`src/rtl/mux16_rr_sched_if.sv`:
```
// Bus between the 16-requester round-robin scheduler and its requesters / mux.
// master drives requests, release and mux data; slave is the scheduler.
interface mux16_rr_sched_if;
   logic [15:0] req;
   logic        done;
   logic        mux_out;
   logic [3:0]  sel;
   logic [15:0] gnt;
   logic        gnt_valid;
   logic        bit_q;
   logic        bit_vld;
   logic        timeout;

   modport master (
      output req, done, mux_out,
      input  sel, gnt, gnt_valid, bit_q, bit_vld, timeout
   );

   modport slave (
      input  req, done, mux_out,
      output sel, gnt, gnt_valid, bit_q, bit_vld, timeout
   );
endinterface

```
`src/rtl/mux16_rr_sched.sv`:
```
// Round-robin scheduler sharing a 16:1 single-bit mux; registers the mux output.
// Optional grant-tenure timeout enabled by defining MUX16_SCHED_TIMEOUT_EN.
module mux16_rr_sched #(
   parameter int unsigned HOLD_MAX = 8
) (
   input logic             clk,
   input logic             rst_n,
   mux16_rr_sched_if.slave bus
);

   typedef enum logic [1:0] {StIdle, StGrant, StRelease} state_e;

   if (HOLD_MAX < 1 || HOLD_MAX > 255) begin : g_bad_hold_max
      $error("HOLD_MAX must be in 1..255");
   end

   state_e      state_q, state_d;
   logic [3:0]  ptr_q, ptr_d;
   logic [3:0]  sel_q, sel_d;
   logic [15:0] gnt_q, gnt_d;
   logic        gnt_valid_q, gnt_valid_d;
   logic        data_q, data_d;
   logic        data_vld_q, data_vld_d;

   logic [3:0]  winner;
   logic [3:0]  idx;
   logic        found;
   logic        cnt_hit;
   logic        release_hit;

`ifdef MUX16_SCHED_TIMEOUT_EN
   logic [7:0]  cnt_q, cnt_d;
   logic        timeout_q, timeout_d;

   assign cnt_hit     = (state_q == StGrant) && (cnt_q == 8'(HOLD_MAX - 1));
   assign bus.timeout = timeout_q;
`else
   assign cnt_hit     = 1'b0;
   assign bus.timeout = 1'b0;
`endif

   // Search starts just above the last owner; i = 16 wraps back onto it, giving it lowest priority.
   always_comb begin
      winner = ptr_q;
      idx    = ptr_q;
      found  = 1'b0;
      for (int i = 1; i <= 16; i++) begin
         idx = ptr_q + 4'(i);
         if (!found && bus.req[idx]) begin
            winner = idx;
            found  = 1'b1;
         end
      end
   end

   assign release_hit = bus.done || !bus.req[sel_q] || cnt_hit;

   always_comb begin
      state_d     = state_q;
      ptr_d       = ptr_q;
      sel_d       = sel_q;
      gnt_d       = gnt_q;
      gnt_valid_d = gnt_valid_q;
      data_d      = bus.mux_out;
      data_vld_d  = gnt_valid_q;
`ifdef MUX16_SCHED_TIMEOUT_EN
      cnt_d       = cnt_q;
      timeout_d   = 1'b0;
`endif
      unique case (state_q)
         StIdle, StRelease: begin
            if (found) begin
               state_d     = StGrant;
               ptr_d       = winner;
               sel_d       = winner;
               gnt_d       = 16'h1 << winner;
               gnt_valid_d = 1'b1;
`ifdef MUX16_SCHED_TIMEOUT_EN
               cnt_d       = 8'd0;
`endif
            end else begin
               state_d     = StIdle;
               gnt_d       = 16'h0;
               gnt_valid_d = 1'b0;
            end
         end
         StGrant: begin
`ifdef MUX16_SCHED_TIMEOUT_EN
            cnt_d = cnt_q + 8'd1;
`endif
            if (release_hit) begin
               state_d     = StRelease;
               gnt_d       = 16'h0;
               gnt_valid_d = 1'b0;
`ifdef MUX16_SCHED_TIMEOUT_EN
               timeout_d   = cnt_hit;
`endif
            end
         end
         default: begin
            state_d     = StIdle;
            gnt_d       = 16'h0;
            gnt_valid_d = 1'b0;
         end
      endcase
   end

   always_ff @(posedge clk or negedge rst_n) begin
      if (!rst_n) begin
         state_q     <= StIdle;
         ptr_q       <= 4'hf;
         sel_q       <= 4'h0;
         gnt_q       <= 16'h0;
         gnt_valid_q <= 1'b0;
         data_q      <= 1'b0;
         data_vld_q  <= 1'b0;
      end else begin
         state_q     <= state_d;
         ptr_q       <= ptr_d;
         sel_q       <= sel_d;
         gnt_q       <= gnt_d;
         gnt_valid_q <= gnt_valid_d;
         data_q      <= data_d;
         data_vld_q  <= data_vld_d;
      end
   end

`ifdef MUX16_SCHED_TIMEOUT_EN
   always_ff @(posedge clk or negedge rst_n) begin
      if (!rst_n) begin
         cnt_q     <= 8'd0;
         timeout_q <= 1'b0;
      end else begin
         cnt_q     <= cnt_d;
         timeout_q <= timeout_d;
      end
   end
`endif

   assign bus.sel       = sel_q;
   assign bus.gnt       = gnt_q;
   assign bus.gnt_valid = gnt_valid_q;
   assign bus.bit_q     = data_q;
   assign bus.bit_vld   = data_vld_q;

endmodule

```
`src/flat_wrapper.sv`:
```
// flat-port wrapper written by rule: the top's interface ports become plain ports
module mux16_rr_sched_flat 
#(
   parameter int unsigned HOLD_MAX = 8
)
  (clk, rst_n, bus_req, bus_done, bus_mux_out, bus_sel, bus_gnt, bus_gnt_valid, bus_bit_q, bus_bit_vld, bus_timeout);
  mux16_rr_sched_if bus_i ();
  input logic clk;
  input logic rst_n;
  input wire logic [$bits(bus_i.req)-1:0] bus_req;
  input wire logic [$bits(bus_i.done)-1:0] bus_done;
  input wire logic [$bits(bus_i.mux_out)-1:0] bus_mux_out;
  output wire logic [$bits(bus_i.sel)-1:0] bus_sel;
  output wire logic [$bits(bus_i.gnt)-1:0] bus_gnt;
  output wire logic [$bits(bus_i.gnt_valid)-1:0] bus_gnt_valid;
  output wire logic [$bits(bus_i.bit_q)-1:0] bus_bit_q;
  output wire logic [$bits(bus_i.bit_vld)-1:0] bus_bit_vld;
  output wire logic [$bits(bus_i.timeout)-1:0] bus_timeout;
  assign bus_i.req = bus_req;
  assign bus_i.done = bus_done;
  assign bus_i.mux_out = bus_mux_out;
  assign bus_sel = bus_i.sel;
  assign bus_gnt = bus_i.gnt;
  assign bus_gnt_valid = bus_i.gnt_valid;
  assign bus_bit_q = bus_i.bit_q;
  assign bus_bit_vld = bus_i.bit_vld;
  assign bus_timeout = bus_i.timeout;
  mux16_rr_sched #(.HOLD_MAX(HOLD_MAX)) u_core (.clk(clk), .rst_n(rst_n), .bus(bus_i));
endmodule
```
`config.mk`:
```
export PLATFORM = sky130hd
export DESIGN_NAME = mux16_rr_sched_flat
export DESIGN_NICKNAME = d
export VERILOG_FILES = /design/src/rtl/mux16_rr_sched_if.sv /design/src/rtl/mux16_rr_sched.sv /design/src/flat_wrapper.sv
export SDC_FILE = /design/constraint.sdc
export NUM_CORES = 1
export LEC_CHECK = 0
export BUFFER_PORTS_ARGS = -buffer_cell sky130_fd_sc_hd__buf_2
export CORE_MARGIN = 2
export CORE_UTILIZATION = 65
export CTS_CLUSTER_DIAMETER = 150
export DETAILED_ROUTE_END_ITERATION = 6
export GPL_TIMING_DRIVEN = 0
export PLACE_DENSITY_LB_ADDON = 0.2
export SLEW_MARGIN = 5
export SYNTH_ARGS = -nofsm -noshare
export SYNTH_HDL_FRONTEND = slang
export SYNTH_SLANG_ARGS = --single-unit
export TNS_END_PERCENT = 1
```
`constraint.sdc`:
```
create_clock -name clk -period 8.9 [get_ports clk]
set_input_delay 1.78 -clock clk [delete_from_list [all_inputs] [get_ports clk]]
set_output_delay 1.78 -clock clk [all_outputs]
set_load 0.02 [all_outputs]
```
==> impl_results.md, run 1 <==
* Status: finished, final reports clean
* Worst skew pair latency at roughly 0.27 ns
* Synthesis-stage register bit count at 28
* # nets final at 453
* Worst setup EP type: flop
* Final count of pins violating max slew at 0
* Net Count, Synth at between 400 and 500
* Final period utilization at 0.621
* EDFF count, synth at 0
* Clock H-tree levels at 1
* Slew margin rel. at 0.489
* Hold buffers post-CTS at 0
* Post-Layout Inst Area at between 0.004 and 0.005 mm²
* Top post-synthesis cells by count: nor2_1 (35), mux4_2 (32), nand2_1 (25), dfrtp_1 (24), mux2i_1 (22)
* Fin crit period at around 5.5 ns
* Remaining DRCs at 0
* Clock sinks at 28
* Final worst slack at roughly 3.4 ns
* Setup Buffers After CTS at 0
* Initial DRC count at 470
* Worst hold stages at 1
* Startpoint of the worst hold path: u_core.state_q[1]
* Max cap viols at 0
* FP Rows at 28
* Least-Margin Pin Slew at 0.763 ns
* Die area at roughly 0.0066 mm²
* Setup-failing EPs final at 0
* Synth top area share at 0.187
* Synth Flop Type: dfrtp_1
* Clk buf depth at 2
* FMAX at about 180 MHz
* Yosys warnings at 0
* I/O Pins at between 40 and 50
* Crit path DAT at between 5 and 6 ns
* Endpoint, Worst Hold: u_core.state_q[1]
* WL final at around 12000 µm
* GPL Wtd Cong at just over 0.9
* I/O Buffers at 42
* Antenna diode count at 0
* Clk slew on worst S/H paths at 0.09 ns
* Avg Vias per Cell at 7.23
* RSZ-0062 raised after global routing: false
* Num CTS Buffers at 3
* Share of cells above drive strength 1 at 0.325
* Die H at ~81 µm
* Simple-Gate Fraction of Synth Area at 0.172
* Mux share of post-synthesis cell area at 0.320
* Initial core utilization at 0.662
* Gate Count Post-Synth at 378
* Clock Skew at approximately 0.007 ns
* Req. time, crit path at about 9 ns
* Most frequent cell after synthesis: nor2_1
* Hold Crit Class: reg2reg
* R2R Setup Slk at about 3.4 ns
* Setup WS pre-CTS at 3.49 ns
* Critical path class: reg2reg
* Setup TNS at 0 ns
* Fin. Hold Viols at 0
* DRT Pass-1 Iters at 5
* Vias at 3606
* Initial antenna violation count at 0
* Worst setup SP type: flop
* Vias in the first global route at 3366
* Post-synthesis xor/xnor area fraction at 0.0426
* Register area share after synthesis at 0.183
* Adder-cell share of the synthesized area at 0.0260
* Root Buffer: clkbuf_8
* Number of fillers in the final layout at between 400 and 500
* Area contributors post-synth: mux4_2 (19%), dfrtp_1 (16%), mux2i_1 (5.7%), a32o_1 (4.2%), nor2_1 (3.4%)
* Final ANT Viol Nets at 0
* Die extent in x at between 80 and 90 µm
* WL/cell at roughly 23 µm
* CTS tree: yes
* Synth area leader: mux4_2
* Total gr overflow at 0
* Ys async rst share at 1.00
* First-pass GRT wire length at ~18000 µm
* Compound-Gate Fraction of Synth Area at 0.208
* Max FO, Critical Path at 10
* Largest family of logic cells by synthesized area: multiplexers
* Setup crit start: u_core.ptr_q[1]
* Netlist cell types at 82
* CTS resizes at 0
* Placed cell areas at slightly above 0.004 mm²
* Largest net degree at the start of global routing at 29
* FF-to-FF Start: u_core.ptr_q[1]
* Post-DP HPWL at roughly 8900 µm
* Capture point of the worst reg-to-reg path: u_core.bus.gnt[6]
* Cell count of the worst reg-to-reg path at 17
* Core area at roughly 0.0058 mm²
* Synthesized area at between 0.003 and 0.004 mm²
* Syn_area_per_cell at around 10 µm²
* GRT Total Usage at 0.367
* Area Growth Syn to Fin at 9.76%
==> area by class of cell <==
class	count	area, µm²	area share
buffer	20	134	0.0317
clock buffer	3	41.3	0.00978
clock inverter	1	30.0	0.00711
inverter	12	45.0	0.0107
multi-input combinational	318	2960	0.702
sequential	28	706	0.167
tap	75	93.8	0.0222
timing repair buffer	42	210	0.0498
==> state kept, by name (all words and copies together) (netlist names) <==
register	cells
u_core.bus.gnt_valid	1
u_core.ptr_q	4
u_core.bus.bit_vld	1
u_core.bus.gnt	16
u_core.bus.bit_q	1
u_core.bus.sel	4
u_core.state_q	1
==> layer usage <==
layer | part of all wire | GRT usage | vias to the layer above | wire [µm]
li1 | - | - | 1600 | -
met1 | 0.40 | 0.522 | 1769 | 4600
met2 | 0.49 | 0.597 | 199 | 5590
met3 | 0.082 | 0.0422 | 38 | 949
met4 | 0.033 | 0.108 | 0 | 377
met5 | 0 | 0 | - | 0
==> cells by family (layout without fill, tap and decap cells) <==
family	count (synthesis)	after routing
AND/OR/NAND/NOR	117	117
other	1	1
XOR/XNOR	14	14
adder cells (fa/ha/maj)	8	8
AO/OA/AOI/OAI	102	102
buffers and inverters	32	78
multiplexers	76	76
flip-flops	28	28
==> stage by stage <==
| stage | cells | util | hold slack [ns] |
|---|---|---|---|
| floorplan | 378 | - | 0.409 |
| global placement | 495 | 0.714 | 0.421 |
| detailed placement | 495 | 0.714 | 0.442 |
| CTS | 499 | 0.726 | 0.478 |
| global route | 499 | 0.726 | 0.501 |
| finish | 499 | 0.726 | 0.476 |
==> worst max path at each step <==
stage | endpoint | slack (ns)
after global placement | u_core.bus.gnt[4] | 3.57
after CTS | u_core.bus.gnt[6] | 3.47
after floorplan | u_core.bus.gnt[11] | 4.42
after global routing | u_core.bus.gnt[6] | 3.13
final | u_core.bus.gnt[6] | 3.38
after detailed placement | u_core.bus.gnt[6] | 3.49
==> placed cells by master (no fill, tap or decap), types with 5 or more instances in the layout <==
cell / Yosys / layout
a21oi_1: 18 / 18
nand2_1: 25 / 25
a21o_1: 5 / 5
dfrtp_1: 24 / 24
o211ai_1: 7 / 7
ha_1: 8 / 8
xnor2_1: 8 / 8
nand3_1: 6 / 6
nand2b_1: 7 / 7
or2_2: 5 / 5
mux2_2: 11 / 11
clkbuf_1: 8 / 8
mux2i_1: 22 / 22
buf_2: 4 / 46
and3_1: 7 / 7
mux4_2: 32 / 32
nor2_1: 35 / 35
o21ai_0: 13 / 13
nor3_1: 5 / 5
inv_1: 9 / 9
a32o_1: 16 / 16
==> critical path: stages, from the launching register on <==
cell and delay, ns:
dfstp_2 0.61, buf_6 0.17, buf_6 0.17, buf_2 0.30, inv_1 0.31, ha_1 0.37, buf_2 0.25, inv_1 0.09
clkbuf_1 0.28, and3_1 0.25, nor4_2 0.51, mux2i_1 0.37, o21ai_0 0.26, a211oi_1 0.07, or4_1 0.50, a21o_1 0.23
a31oi_2 0.44, a32o_1 0.26
Power of run 1 is left out: the tool's default activity adds up to more than one toggle a clock period on the data nets, which glitch-free logic cannot reach.
==> inputs of run 2 (changes only) <==
--- a/config.mk
+++ b/config.mk
@@ -7,7 +7,7 @@
 export LEC_CHECK = 0
 export BUFFER_PORTS_ARGS = -buffer_cell sky130_fd_sc_hd__buf_2
 export CORE_MARGIN = 2
-export CORE_UTILIZATION = 65
+export CORE_UTILIZATION = 55
 export CTS_CLUSTER_DIAMETER = 150
 export DETAILED_ROUTE_END_ITERATION = 6
 export GPL_TIMING_DRIVEN = 0
==> constraint.sdc (replaced) <==
create_clock -name clk -period 4.8 [get_ports clk]
set_input_delay 0.96 -clock clk [delete_from_list [all_inputs] [get_ports clk]]
set_output_delay 0.96 -clock clk [all_outputs]
set_load 0.02 [all_outputs]
==> impl_results.md, run 2 (synthesis gave the netlist of run 1 again) <==
* Least-Margin Pin Slew at 0.591 ns (was 0.763 ns)
* Wl on met1 at 4760 µm (was 4600 µm)
* Die H at 87.6 µm (was 80.9 µm)
* Num CTS Buffers at 3 (unchanged)
* GPL Wtd Cong at 1.06 (was 0.929)
* Critical path class: reg2reg (unchanged)
* Clk slew on worst S/H paths at 0.09 ns (about the same)
* Most used cell, CP: buf_6
* I/O Buffers at 42 (unchanged)
* Root Buffer: clkbuf_8 (unchanged)
* WL final at 11900 µm (was 11500 µm)
* Antenna diode count at 0 (unchanged)
* Crit path cell chain: buf_6 > buf_6 > clkinvlp_4 > ha_2 > xor2_2 > mux4_2 > mux2i_2 > or2_2 > a21oi_1 > o21ai_0 > a211oi_1 > a211oi_4 > and3b_1 > a32o_1 (was buf_6 > buf_6 > buf_2 > inv_1 > ha_1 > buf_2 > inv_1 > clkbuf_1 > and3_1 > nor4_2 > mux2i_1 > o21ai_0 > a211oi_1 > or4_1 > a21o_1 > a31oi_2 > a32o_1)
* Area Growth Syn to Fin at 16.1% (was 9.76%)
* Max cap viols at 0 (unchanged)
* Slew margin rel. at 0.603 (was 0.489)
* Vias in the first global route at 3536 (was 3366)
* Capture point of the worst reg-to-reg path: u_core.bus.gnt[13] (was u_core.bus.gnt[6])
* Worst skew pair latency at 0.27 ns (about the same)
* Req. time, crit path at 4.96 ns (was 9.11 ns)
* Total gr overflow at 0 (unchanged)
* Clock sinks at 28 (unchanged)
* Post-DP HPWL at 8830 µm (was 8870 µm)
* Clock Skew at 0.00455 ns (was 0.00699 ns)
* Worst setup EP type: flop (unchanged)
* Final count of pins violating max slew at 0 (unchanged)
* Placed cell areas at 0.00418 mm² (was 0.00415 mm²)
* CP peak stage delay at 0.63 ns (was 0.61 ns)
* Share of cells above drive strength 1 at 0.374 (was 0.325)
* Initial core utilization at 0.566 (was 0.662)
* Final worst slack at 0.163 ns (was 3.38 ns)
* Initial DRC count at 426 (was 470)
* Met2 Wirelength at 5680 µm (was 5590 µm)
* Core area at 0.00679 mm² (was 0.00582 mm²)
* FMAX at 216 MHz (was 181 MHz)
* Worst Setup EP: u_core.bus.gnt[13] (was u_core.bus.gnt[6])
* Setup-failing EPs final at 0 (unchanged)
* Crit path buffers/inverters at 3 (was 7)
* Max FO, Critical Path at 19 (was 10)
* Post-Layout Inst Area at 0.00447 mm² (was 0.00422 mm²)
* R2R Setup Slk at 0.16 ns (was 3.38 ns)
* WP depth at 14 (was 17)
* Hold Crit Class: reg2reg (unchanged)
* Initial antenna violation count at 0 (unchanged)
* Largest net degree at the start of global routing at 29 (unchanged)
* Top sig layer: met4 (unchanged)
* Vias at 3716 (was 3606)
* # nets final at 462 (was 453)
* CTS tree: yes (unchanged)
* Final period utilization at 0.966 (was 0.621)
* Die area at 0.00768 mm² (was 0.00655 mm²)
* Remaining DRCs at 0 (unchanged)
* FF-to-FF Start: u_core.ptr_q[1] (unchanged)
* Fin crit period at 4.64 ns (was 5.52 ns)
* Worst setup SP type: flop (unchanged)
* Crit path DAT at 4.80 ns (was 5.73 ns)
* Max reg flops at 16 (unchanged)
* Placed Instances at 516 (was 495)
* Number of fillers in the final layout at 552 (was 442)
* Final ANT Viol Nets at 0 (unchanged)
* Most frequent cells in the layout: buf_2 (45), nor2_1 (35), mux4_2 (32) (was buf_2 (46), nor2_1 (35), mux4_2 (32))
* Clk buf depth at 2 (unchanged)
* GRT Total Usage at 0.319 (was 0.367)
* DRT Pass-1 Iters at 5 (unchanged)
* Setup TNS at 0 ns (unchanged)
* FP Rows at 30 (was 28)
* Die extent in x at 87.6 µm (was 80.9 µm)
* Cell count of the worst reg-to-reg path at 14 (was 17)
* Fin cells at 529 (was 499)
* Avg Vias per Cell at 7.02 (was 7.23)
* First-pass GRT wire length at 19000 µm (was 18200 µm)
* Hold buffers post-CTS at 0 (unchanged)
* Most common cell after layout, fill and taps aside: buf_2 (unchanged)
* Setup WS pre-CTS at -0.592 ns (was 3.49 ns)
* Fin. Hold Viols at 0 (unchanged)
* Status: finished, final reports clean (unchanged)
* Setup crit start: u_core.ptr_q[1] (unchanged)
* I/O Pins at 44 (unchanged)
* Slowest CP cell: mux4_2 (was dfstp_2)
* Crit path max-delay family: multiplexers (was buffers and inverters)
* WL/cell at 22.5 µm (was 23.1 µm)
* Clock H-tree levels at 1 (unchanged)
* Met3 WL at 1000 µm (was 949 µm)
## run 2: worst min path at each step
stage / startpoint / end / cells past startpoint
floorplan: u_core.state_q[1] / u_core.state_q[1] / 1
global placement: u_core.state_q[1] / u_core.state_q[1] / 1
detailed placement: u_core.state_q[1] / u_core.state_q[1] / 1
CTS: u_core.state_q[1] / u_core.state_q[1] / 1
global route: u_core.state_q[1] / u_core.state_q[1] / 1
finish: u_core.state_q[1] / u_core.state_q[1] / 1
## run 2: stage by stage
stage	hold slack [ns]	utilization
finish	0.459	0.657
global route	0.486	0.657
CTS	0.452	0.641
detailed placement	0.434	0.615
global placement	0.422	0.615
floorplan	0.409	-
## run 2: layout make-up
cell class / count / area [µm²] / area share
buffer: 19 / 133 / 0.0297
clock buffer: 3 / 41.3 / 0.00925
clock inverter: 1 / 30.0 / 0.00672
inverter: 12 / 48.8 / 0.0109
multi-input combinational: 318 / 3090 / 0.692
sequential: 28 / 706 / 0.158
tap: 96 / 120 / 0.0269
timing repair buffer: 52 / 298 / 0.0667
## run 2: metal layers
metal | GRT usage | vias to the layer above
li1 | - | 1621
met1 | 0.443 | 1810
met2 | 0.522 | 243
met3 | 0.0368 | 42
met4 | 0.108 | 0
met5 | 0 | -
## run 2: timing repair
item / in CTS / in global routing
resized for setup: 12 / 11
setup endpoints to repair: 25 / 22
setup buffers: 4 / 6
pin swaps: 0 / 6
Power of run 2 is left out for the same reason.
